==> src/rtl/regfile_march_bist.sv <==
// DEPTH x WIDTH flop register file with a March C- self-test controller.
// Functional 1W/1R access when idle; BIST owns the array while running.
module regfile_march_bist #(
  parameter int WIDTH      = 4,
  parameter int DEPTH      = 4,
  parameter int AW         = $clog2(DEPTH),
  parameter int FAULT_ADDR = 0
) (
  input  logic             clk,
  input  logic             rst_n,
  input  logic             wr_en,
  input  logic [AW-1:0]    wr_addr,
  input  logic [WIDTH-1:0] d_in,
  input  logic [AW-1:0]    rd_addr,
  output logic [WIDTH-1:0] d_out,
  input  logic             bist_start,
  input  logic             fault_inj,
  output logic             bist_busy,
  output logic             bist_done,
  output logic             pass,
  output logic [AW-1:0]    fail_addr,
  output logic [WIDTH-1:0] fail_syndrome
);

  localparam logic [1:0] ST_IDLE = 2'd0;
  localparam logic [1:0] ST_RUN  = 2'd1;
  localparam logic [1:0] ST_DONE = 2'd2;

  localparam logic [2:0] EL_W0     = 3'd0;
  localparam logic [2:0] EL_R0W1   = 3'd1;
  localparam logic [2:0] EL_R1W0   = 3'd2;
  localparam logic [2:0] EL_DR0W1  = 3'd3;
  localparam logic [2:0] EL_DR1W0  = 3'd4;
  localparam logic [2:0] EL_R0     = 3'd5;

  localparam logic [AW-1:0]    ADDR_LAST  = AW'(DEPTH - 1);
  localparam logic [AW-1:0]    ADDR_ZERO  = {AW{1'b0}};
  localparam logic [AW-1:0]    ADDR_FAULT = AW'(FAULT_ADDR);
  localparam logic [WIDTH-1:0] ZEROS      = {WIDTH{1'b0}};
  localparam logic [WIDTH-1:0] ONES       = {WIDTH{1'b1}};

  logic [WIDTH-1:0] mem_r [DEPTH];
  logic [1:0]       state_r;
  logic [2:0]       elem_r, elem_nxt_s;
  logic [AW-1:0]    addr_r, addr_nxt_s;
  logic             phase_r, phase_nxt_s;
  logic             err_r;
  logic             bist_we_s, cmp_en_s, adv_s, down_s, addr_end_s, last_op_s, mismatch_s;
  logic [WIDTH-1:0] bist_wdata_s, exp_s, rd_view_s;

  // Array word as seen through the stuck-at-0 injection on bit 0 of FAULT_ADDR.
  function automatic logic [WIDTH-1:0] inj_view(input logic [WIDTH-1:0] word,
                                                input logic [AW-1:0] addr, input logic inj);
    logic [WIDTH-1:0] v;
    v = word;
    if (inj && (addr == ADDR_FAULT)) v[0] = 1'b0;
    else v[0] = word[0];
    return v;
  endfunction

  assign rd_view_s  = inj_view(mem_r[addr_r], addr_r, fault_inj);
  assign mismatch_s = cmp_en_s && (rd_view_s != exp_s);
  assign d_out      = (state_r == ST_RUN) ? ZEROS : inj_view(mem_r[rd_addr], rd_addr, fault_inj);

  // March C- op decode and sequencing: pair elements read in phase 0, write in phase 1.
  always_comb begin
    bist_we_s    = 1'b0;
    bist_wdata_s = ZEROS;
    cmp_en_s     = 1'b0;
    exp_s        = ZEROS;
    adv_s        = 1'b0;
    elem_nxt_s   = elem_r;
    addr_nxt_s   = addr_r;
    phase_nxt_s  = phase_r;
    last_op_s    = 1'b0;
    down_s       = (elem_r == EL_DR0W1) || (elem_r == EL_DR1W0);
    addr_end_s   = down_s ? (addr_r == ADDR_ZERO) : (addr_r == ADDR_LAST);
    case (elem_r)
      EL_W0: begin
        bist_we_s = 1'b1;
        adv_s     = 1'b1;
      end
      EL_R0W1, EL_R1W0, EL_DR0W1, EL_DR1W0: begin
        if (!phase_r) begin
          cmp_en_s = 1'b1;
          exp_s    = ((elem_r == EL_R1W0) || (elem_r == EL_DR1W0)) ? ONES : ZEROS;
        end else begin
          bist_we_s    = 1'b1;
          bist_wdata_s = ((elem_r == EL_R0W1) || (elem_r == EL_DR0W1)) ? ONES : ZEROS;
          adv_s        = 1'b1;
        end
      end
      EL_R0: begin
        cmp_en_s = 1'b1;
        adv_s    = 1'b1;
      end
      default: begin
        adv_s = 1'b1;
      end
    endcase
    if (adv_s) begin
      phase_nxt_s = 1'b0;
      if (addr_end_s) begin
        elem_nxt_s = elem_r + 3'd1;
        addr_nxt_s = ((elem_r == EL_R1W0) || (elem_r == EL_DR0W1)) ? ADDR_LAST : ADDR_ZERO;
        last_op_s  = (elem_r == EL_R0);
      end else begin
        addr_nxt_s = down_s ? (addr_r - AW'(1)) : (addr_r + AW'(1));
      end
    end else begin
      phase_nxt_s = 1'b1;
    end
  end

  // Storage: BIST owns the write port while running, functional writes otherwise.
  always_ff @(posedge clk) begin
    if (!rst_n) begin
      for (int i = 0; i < DEPTH; i++) mem_r[i] <= ZEROS;
    end else if (state_r == ST_RUN) begin
      if (bist_we_s) mem_r[addr_r] <= bist_wdata_s;
    end else if (wr_en) begin
      mem_r[wr_addr] <= d_in;
    end
  end

  // Controller FSM and result capture; only the first mismatch is recorded.
  always_ff @(posedge clk) begin
    if (!rst_n) begin
      state_r       <= ST_IDLE;
      elem_r        <= EL_W0;
      addr_r        <= ADDR_ZERO;
      phase_r       <= 1'b0;
      err_r         <= 1'b0;
      bist_busy     <= 1'b0;
      bist_done     <= 1'b0;
      pass          <= 1'b0;
      fail_addr     <= ADDR_ZERO;
      fail_syndrome <= ZEROS;
    end else begin
      case (state_r)
        ST_IDLE, ST_DONE: begin
          if (bist_start) begin
            state_r       <= ST_RUN;
            elem_r        <= EL_W0;
            addr_r        <= ADDR_ZERO;
            phase_r       <= 1'b0;
            err_r         <= 1'b0;
            bist_busy     <= 1'b1;
            bist_done     <= 1'b0;
            pass          <= 1'b0;
            fail_addr     <= ADDR_ZERO;
            fail_syndrome <= ZEROS;
          end
        end
        ST_RUN: begin
          elem_r  <= elem_nxt_s;
          addr_r  <= addr_nxt_s;
          phase_r <= phase_nxt_s;
          if (mismatch_s && !err_r) begin
            err_r         <= 1'b1;
            fail_addr     <= addr_r;
            fail_syndrome <= rd_view_s ^ exp_s;
          end
          if (last_op_s) begin
            state_r   <= ST_DONE;
            bist_busy <= 1'b0;
            bist_done <= 1'b1;
            pass      <= !(err_r || mismatch_s);
          end
        end
        default: begin
          state_r   <= ST_IDLE;
          bist_busy <= 1'b0;
          bist_done <= 1'b0;
        end
      endcase
    end
  end

endmodule

==> config.mk <==
export PLATFORM = sky130hd
export DESIGN_NAME = regfile_march_bist
export DESIGN_NICKNAME = d
export VERILOG_FILES = /design/src/rtl/regfile_march_bist.sv
export SDC_FILE = /design/constraint.sdc
export NUM_CORES = 1
export LEC_CHECK = 0
export ABC_CLOCK_PERIOD_IN_PS = 2200
export CAP_MARGIN = 20
export CORE_MARGIN = 1.5
export CORE_UTILIZATION = 49
export CTS_CLUSTER_SIZE = 16
export DETAILED_ROUTE_END_ITERATION = 16
export PLACE_DENSITY_LB_ADDON = 0.1
export SYNTH_ARGS = -nofsm -noshare
export SYNTH_HDL_FRONTEND = slang
export SYNTH_SLANG_ARGS = --single-unit
==> constraint.sdc <==
create_clock -name clk -period 2.2 [get_ports clk]
set_clock_uncertainty 0.2 [all_clocks]
set_input_delay 0.44 -clock clk [delete_from_list [all_inputs] [get_ports clk]]
set_output_delay 0.44 -clock clk [all_outputs]
set_load 0.02 [all_outputs]
# After elaboration in Yosys (flattened, before gate mapping)
# Memories as Yosys holds them, arrays and structs flattened. A register that Yosys moved wholly into a read port is not among the register bits.
# Index checks and enable logic that the tools add are counted.
# word_totals
regBits	18
ram_bits	16
in_bits	13
wordCells	119
mem_count	1
# memory_table
memory	words	width	rd	rd_ports_with_merged_regs	wr	line	text
mem_r	4	4	2	1	4	42	logic [WIDTH-1:0] mem_r [DEPTH];
# classes
addsub	3
eq_ne	14
mux	64
n_bitwise	1
n_reduce_logical	26
# op_table
op	count
2-to-1 mux 4 bit	11
2-to-1 mux 1 bit	26
2-to-1 mux 2 bit	12
one-hot mux 1 bit (2 select lines)	7
one-hot mux 2 bit (2 select lines)	3
OR reduction 4 bit	3
2-to-1 mux 3 bit	3
AND reduction 3 bit	3
inequality test 2 bit (second input constant)	4
one-hot mux 4 bit (2 select lines)	1
equality test 3 x 2 -> 1 bit (second input constant)	2
equality test 3 bit (second input constant)	2
logical NOT 2 bit	3
one-hot mux 3 bit (2 select lines)	1
logical OR 1 bit	5
equality test 2 bit (second input constant)	2
logical AND 1 bit	4
inequality test 4 bit	1
AND reduction 2 bit	2
AND reduction 4 bit	1
bitwise XOR 4 bit	1
adder 3 x 1 -> 3 bit (second input constant)	1
equality test 3 x 1 -> 1 bit (second input constant)	1
logical NOT 3 bit	1
7 further kinds	8

# Logic depth before layout (Yosys ltp)
# Gate-level depths: netlist of run 1.
# logic_depth
ltp_word	11
mapped_depth	7

# Worst setup path before layout of run 1
# Ideal clock, no wire load.
# synth_path
kind	reg-to-reg
startpoint	reg elem_r[0]
endpoint	mem mem_r[2][0] (enable)
setup_time_ns	0.361
t_arrival_ns	1.743
t_required_ns	1.639
slack_ns	-0.105
path_stages_with_launch	8
n_path_buf	0
cell_sequence	dfxtp_1 -> inv_1 -> ha_1 -> nor3_1 -> o21bai_1 -> a22o_1 -> a21o_1 -> o21ai_0
# synth_rtl
element	line	text
start: declaration	44	logic [2:0] elem_r, elem_nxt_s;
start signal: assignment	156	elem_r <= elem_nxt_s;
end: declaration	42	

# Worst setup path in the final report of run 1
# layout_path
startpoint	reg elem_r[1]
endpoint	reg fail_syndrome[3]
# layout_via
elab_chain_cells	10
word_cells_on_any_way	19
classes_between	eq/ne: 7; mux: 6; bitwise: 1; reduce/logical: 5
# layout_rtl
element	line	text
equality test 3 x 2 -> 1 bit / equality test 3 bit (equally long branches)	78, 86	
logical OR 1 bit	86	exp_s = ((elem_r == EL_R1W0) || (elem_r == EL_DR1W0)) ? ONES : ZEROS;
2-to-1 mux 4 bit	86	
2-to-1 mux 4 bit	84	if (!phase_r) begin
2-to-1 mux 4 bit	78	case (elem_r)
inequality test 4 bit	62	assign mismatch_s = cmp_en_s && (rd_view_s != exp_s);
logical AND 1 bit	62	
logical AND 1 bit	159	if (mismatch_s && !err_r) begin
inequality test 2 x 1 -> 1 bit (no source line)	-	
AND reduction 3 bit (no source line)	-	
end signal: assignment	162	fail_syndrome <= rd_view_s ^ exp_s;
end: declaration	22	output logic [WIDTH-1:0] fail_syndrome
# Parallel ways exist; a longest one is shown, timed or not. The select of a mux whose other input is x is not followed.
# A chain may end at the register's enable or synchronous reset.

==> impl_results.md, run 1 <==
- Status: complete, but fails checks
- Failing checks: negative setup slack
- Root Driver: clkbuf_8
- Die H: 66.8 um
- Synth top area cells: edfxtp_1, dfxtp_1, mux2i_1
- Power Density: 544 nW/um^2
- Die area: 4460 um^2
- CTS tree: yes
- Final Power: 1.52 mW
- Post-synth cell types: 41
- Grt total ovfl: 0
- Placed cells: 295
- Simple-Gate Fraction of Synth Area: 18.9%
- CP startpoint kind: flop
- Via count: 1714
- HP Class: reg2reg
- Max-Slew Margin vs Limit: 76.4%
- Synth warn: 0
- Synth Area in Compound Gates: 14.6%
- Largest net degree at the start of global routing: 15
- Clock tree buffer depth: 2
- Max-cap viol count: 0
- Combinational family with the most area after synthesis: simple AND/OR/NAND/NOR gates
- Global Route Usage Sum: 23.1%
- Flops & latches, synth: 35
- Routed wire per std cell: 15.2 um
- Top_reg_cell synth: dfxtp_1
- Mapped Nets: 213
- Final ANT Viol Nets: 0
- Netlist Area Pre-Place: 1990 um^2
- Core ar.: 3940 um^2
- Vias/cell: 5.53
- Die X: 66.8 um
- H-Tree Level Count: 2
- Async S/R FF share, synth: 0%
- Seq/Total Area, Yosys: 43.2%
- Commonest cells in the netlist: nand2_1, dfxtp_1, nor2_1
- Crit end category: flop
- Nets@finish: 276
- Leak Pwr: 1.09 nW
- Yosys top cell area share: 24.1%
- Drt drc: 0
- Fin. Hold Viols: 0
- Area leader, netlist: edfxtp_1
- Final hold slack: 0.256 ns
- Multiplexer share of the synthesized area: 15.1%
- Clk_lat worst skew: 0.29 ns
- Proportion of layout cells with a drive suffix above 1: 31.7%
- Final period utilization: 100%
- First-pass GRT wire length: 7530 um
- Peak supply drop: 0.510 mV
- Cell Rows: 23
- Most frequent cell after synthesis: nand2_1
- Drt pass-1 iters: 4
- Clock sinks: 35
- Detailed placer's ending HPWL: 3610 um
- R2R setup slack: -0.004 ns
- Routability Congestion: 0.910
- Area Growth Syn to Fin: 39.9%
- Post-synth EDFFs: 16
- Worst Tran Pin Value: 0.353 ns
- Vias in the first global route: 1649
- # setup viols final: 1
- WP data required: 2.21 ns
- Initial detailed-routing violation count: 116
- Initial Utilization: 50.6%
- Post-Synth XOR/XNOR Area: 1.76%
- Finished Layout Cells: 310
- Crit path time final: 2.20 ns
- Post-Synthesis Cells: 195
- TritonCTS Buffers: 5
- RSZ-0062 raised after global routing: true
- Final worst-path setup slack: -0.00415 ns
- Port-buffer cells: 25
- Final WL: 4710 um
- Critical path type: reg2reg
- # IOs: 26
- Fmax: 454 MHz
- Critical Path AT: 2.22 ns
- Initial antenna violation count: 0
- Clock-pin slew on the worst setup and hold paths: 0.08 ns
- Synthesized area per cell: 10.2 um^2
- CP max FO: 6
- Post-synthesis adder-cell area fraction: 3.14%
- Slew Limit Fails: 0
[report_power, final]
part           switching [mW]  internal, mW
sequential             0.0273         0.713
combinational           0.145         0.150
clock                   0.255         0.226
total                   0.427          1.09
[final timing paths]
kind           startpoint                to  depth (start not counted)
max             elem_r[1]  fail_syndrome[3]                          8
min          fail_addr[1]      fail_addr[1]                          2
max reg2reg     elem_r[1]  fail_syndrome[3]                          8
min reg2reg  fail_addr[1]      fail_addr[1]                          2
[through the flow]
stage                     setup TNS, ns  area (um^2)  util, %  worst slack (ns)
after floorplan                       0         2000        -           0.00909
after global placement            -2.70         2540     64.4            -0.672
after detailed placement          -3.57         2540     64.4            -0.715
after CTS                        -0.195         2710     68.8           -0.0478
after global routing             -0.589         2790     70.7           -0.0889
final                          -0.00415         2790     70.7          -0.00415
[placed cells by master (no fill, tap or decap), drive strengths merged, types with 3 or more instances in the layout]
cell,instances
a211oi,3
a21o,3
a21oi,8
a31oi,3
and2,7
buf,43
clkbuf,5
clkdlybuf4s50,18
dfxtp,19
edfxtp,16
ha,5
inv,10
mux2i,12
mux4,7
nand2,20
nor2,18
nor2b,3
nor3,13
nor3b,3
o21a,4
o21ai,8
xor2,4
[critical path, cell delays in order, from the launching register on]
cell and delay (ns):
dfxtp_4 0.38, inv_6 0.08, ha_4 0.13, nor2b_2 0.04, or3_4 0.37, a211o_1 0.30, a211oi_4 0.27, buf_12 0.16
mux2i_1 0.19
[final cells by class]
cell class | instances | area (um^2)
well taps | 50 | 62.6
fillers | 283 | 1150
repair buffers | 64 | 538
flip-flops and latches | 35 | 870
diodes | 1 | 2.50
clock inverters | 3 | 23.8
multi-input cells | 143 | 1180
clock buffers | 5 | 68.8
inverters | 9 | 41.3
[cells by family (layout without fill, tap and decap cells)]
group,Yosys count,in the layout
flip-flops,35,35
XOR/XNOR,4,4
AO/OA/AOI/OAI,40,40
multiplexers,20,20
AND/OR/NAND/NOR,74,74
other,0,1
adder cells (fa/ha/maj),5,5
buffers and inverters,17,81
[timing repair]
| item | 4_1_cts | 5_1_grt |
|---|---|---|
| hold buffers | 0 | 0 |
| setup buffers | 3 | 3 |
| resized for setup | 43 | 12 |
| endpoints found under the setup margin | 25 | 44 |
| pin swaps | 5 | 5 |
[metal layers]
layer | global-route usage, % | wire length, um | vias up
li1 | - | - | 844
met1 | 26.9 | 1990 | 804
met2 | 39.9 | 2430 | 57
met3 | 6.25 | 195 | 9
met4 | 9.44 | 85 | 0
met5 | 0 | 0 | -
[state kept, by name (all words and copies together) (netlist names), named ones only]
name and cells:
phase_r 1, fail_addr 2, mem_r 16, fail_syndrome 4
bist_busy 1, state_r 1, pass 1, bist_done 1
elem_r 3, addr_r 2, err_r 1
No activity file was read; power rests on OpenSTA's default activity.
==> run 2, diff against run 1 <==
CORE_UTILIZATION = 51   (was 49)
CTS_BUF_LIST = sky130_fd_sc_hd__clkbuf_8   (was not set)
PLACE_DENSITY = 0.78   (was not set)
PLACE_DENSITY_LB_ADDON = not set   (was 0.1)
==> impl_results.md, run 2 (synthesis gave the netlist of run 1 again) <==
- Clock-pin slew on the worst setup and hold paths: 0.08 ns
- CP max stage cell: dlygate4sd2_1
- Layout fillers: 276
- Routability Congestion: 0.947
- Top flop regs: mem_r (16), fail_syndrome (4), elem_r (3)
- Detailed placer's ending HPWL: 3620 um
- Largest net degree at the start of global routing: 14
- Grt total ovfl: 0
- Leak Pwr: 1.09 nW
- WP data required: 1.56 ns
- Final period utilization: 99.4%
- Die area: 4290 um^2
- Status: completed
- Max-cap viol count: 0
- Drt pass-1 iters: 4
- Initial antenna violation count: 0
- Nets@finish: 275
- Global Route Usage Sum: 25.6%
- Max reg flops: 16
- Final hold slack: 0.260 ns
- Drt drc: 0
- CP startpoint kind: input port
- Clk_lat worst skew: 0.29 ns
- Crit end category: output pin
- Initial detailed-routing violation count: 86
- Commonest cells after routing, fill and taps aside: buf_4, nand2_1, nor2_1, clkdlybuf4s50_1
- Commonest non-fill, non-tap cell in the layout: buf_4
- Port-buffer cells: 25
- Max-Slew Margin vs Limit: 75.1%
- RSZ-0062 raised after global routing: true
- Critical Path AT: 1.55 ns
- Hold Path Depth: 2
- Slew Limit Fails: 0
- Crit path time final: 2.19 ns
- Critical path's largest stage delay: 0.29 ns
- Root Driver: clkbuf_8
- Vias/cell: 5.72
- Proportion of layout cells with a drive suffix above 1: 32.6%
- HP Class: reg2reg
- Cell repeated most along the worst path: buf_4
- Largest Register: mem_r
- Antenna Cells: 0
- Clock sinks: 35
- Cell Rows: 22
- Initial Utilization: 53.6%
- H-Tree Level Count: 2
- Via count: 1751
- TritonCTS Buffers: 5
- Core ar.: 3720 um^2
- Peak supply drop: 0.416 mV
- Fin. Hold Viols: 0
- Final Power: 1.53 mW
- R2R depth: 8
- Final ANT Viol Nets: 0
- Final core occ: 74.0%
- Vias in the first global route: 1761
- Critical path type: in2out
- CP max FO: 3
- Final WL: 4980 um
- Worst Tran Pin Value: 0.374 ns
- Die X: 65.5 um
- # IOs: 26
- Area Growth Syn to Fin: 38.0%
- # setup viols final: 0
- CTS tree: yes
- Routed wire per std cell: 16.3 um
- Fmax: 457 MHz
- Clock tree buffer depth: 2
- Power Density: 558 nW/um^2
- First-pass GRT wire length: 8120 um
- Die H: 65.5 um
- CP Cell Sequence: dlygate4sd2_1 -> buf_4 -> mux2i_2 -> a211oi_2 -> buf_4
[run 2: cell types whose count changed in the layout (fill, tap and decap cells not counted), moves of 2 or more]
cell / before / now
mux2i_4: 2 / 0
a211oi_2: 0 / 2
mux4_1: 3 / 1
mux4_2: 4 / 6
a211oi_1: 2 / 0
[run 2: path summary, 6_finish.rpt]
kind	from	endpoint	slack [ns]
worst max-delay path	rd_addr[1]	d_out[0]	0.01
worst min-delay path	fail_syndrome[3]	fail_syndrome[3]	0.26
worst max register to register	elem_r[0]	fail_syndrome[0]	0.03
worst min register to register	fail_syndrome[3]	fail_syndrome[3]	0.26
[run 2: what timing repair did]
item	4_1_cts	5_1_grt
setup buffers	1	1
setup endpoints to repair	28	23
hold buffers	0	0
resized for setup	46	12
hold endpoints to repair	0	0
pin swaps	6	4
[run 2: per-stage QoR]
stage	TNS [ns]	cells	area [um^2]	setup WS (ns)
CTS	-0.150	305	2720	-0.0468
floorplan	0	195	2000	0.00909
global route	-0.197	306	2750	-0.0500
global placement	-3.65	296	2550	-0.691
finish	0	306	2750	0.0129
detailed placement	-4.51	296	2550	-0.756
[run 2: worst max-delay path: cells and delay by family]
family	cells	cell delay (ns)
compound gates	1	0.29
buf+inv	3	0.66
mux	1	0.15
[run 2: cell type report]
cell class / instances / area, um^2 / area share (%)
Clock inverter: 3 / 23.8 / 0.864
Sequential cell: 35 / 870 / 31.6
Multi-Input combinational cell: 143 / 1170 / 42.4
Clock buffer: 5 / 68.8 / 2.50
Inverter: 9 / 38.8 / 1.41
Timing Repair Buffer: 63 / 523 / 19.0
Tap cell: 48 / 60.1 / 2.18
[run 2: power breakdown]
group	switching, mW	internal [mW]
sequential	0.0250	0.713
clock	0.259	0.226
combinational	0.155	0.157
[run 2: routing by layer]
layer / vias up / share of wire [%] / track usage (%)
li1: 835 / - / -
met1: 831 / 40 / 28.2
met2: 71 / 51 / 45.7
met3: 14 / 5.6 / 6.85
met4: 0 / 2.6 / 11.7
met5: - / 0 / 0
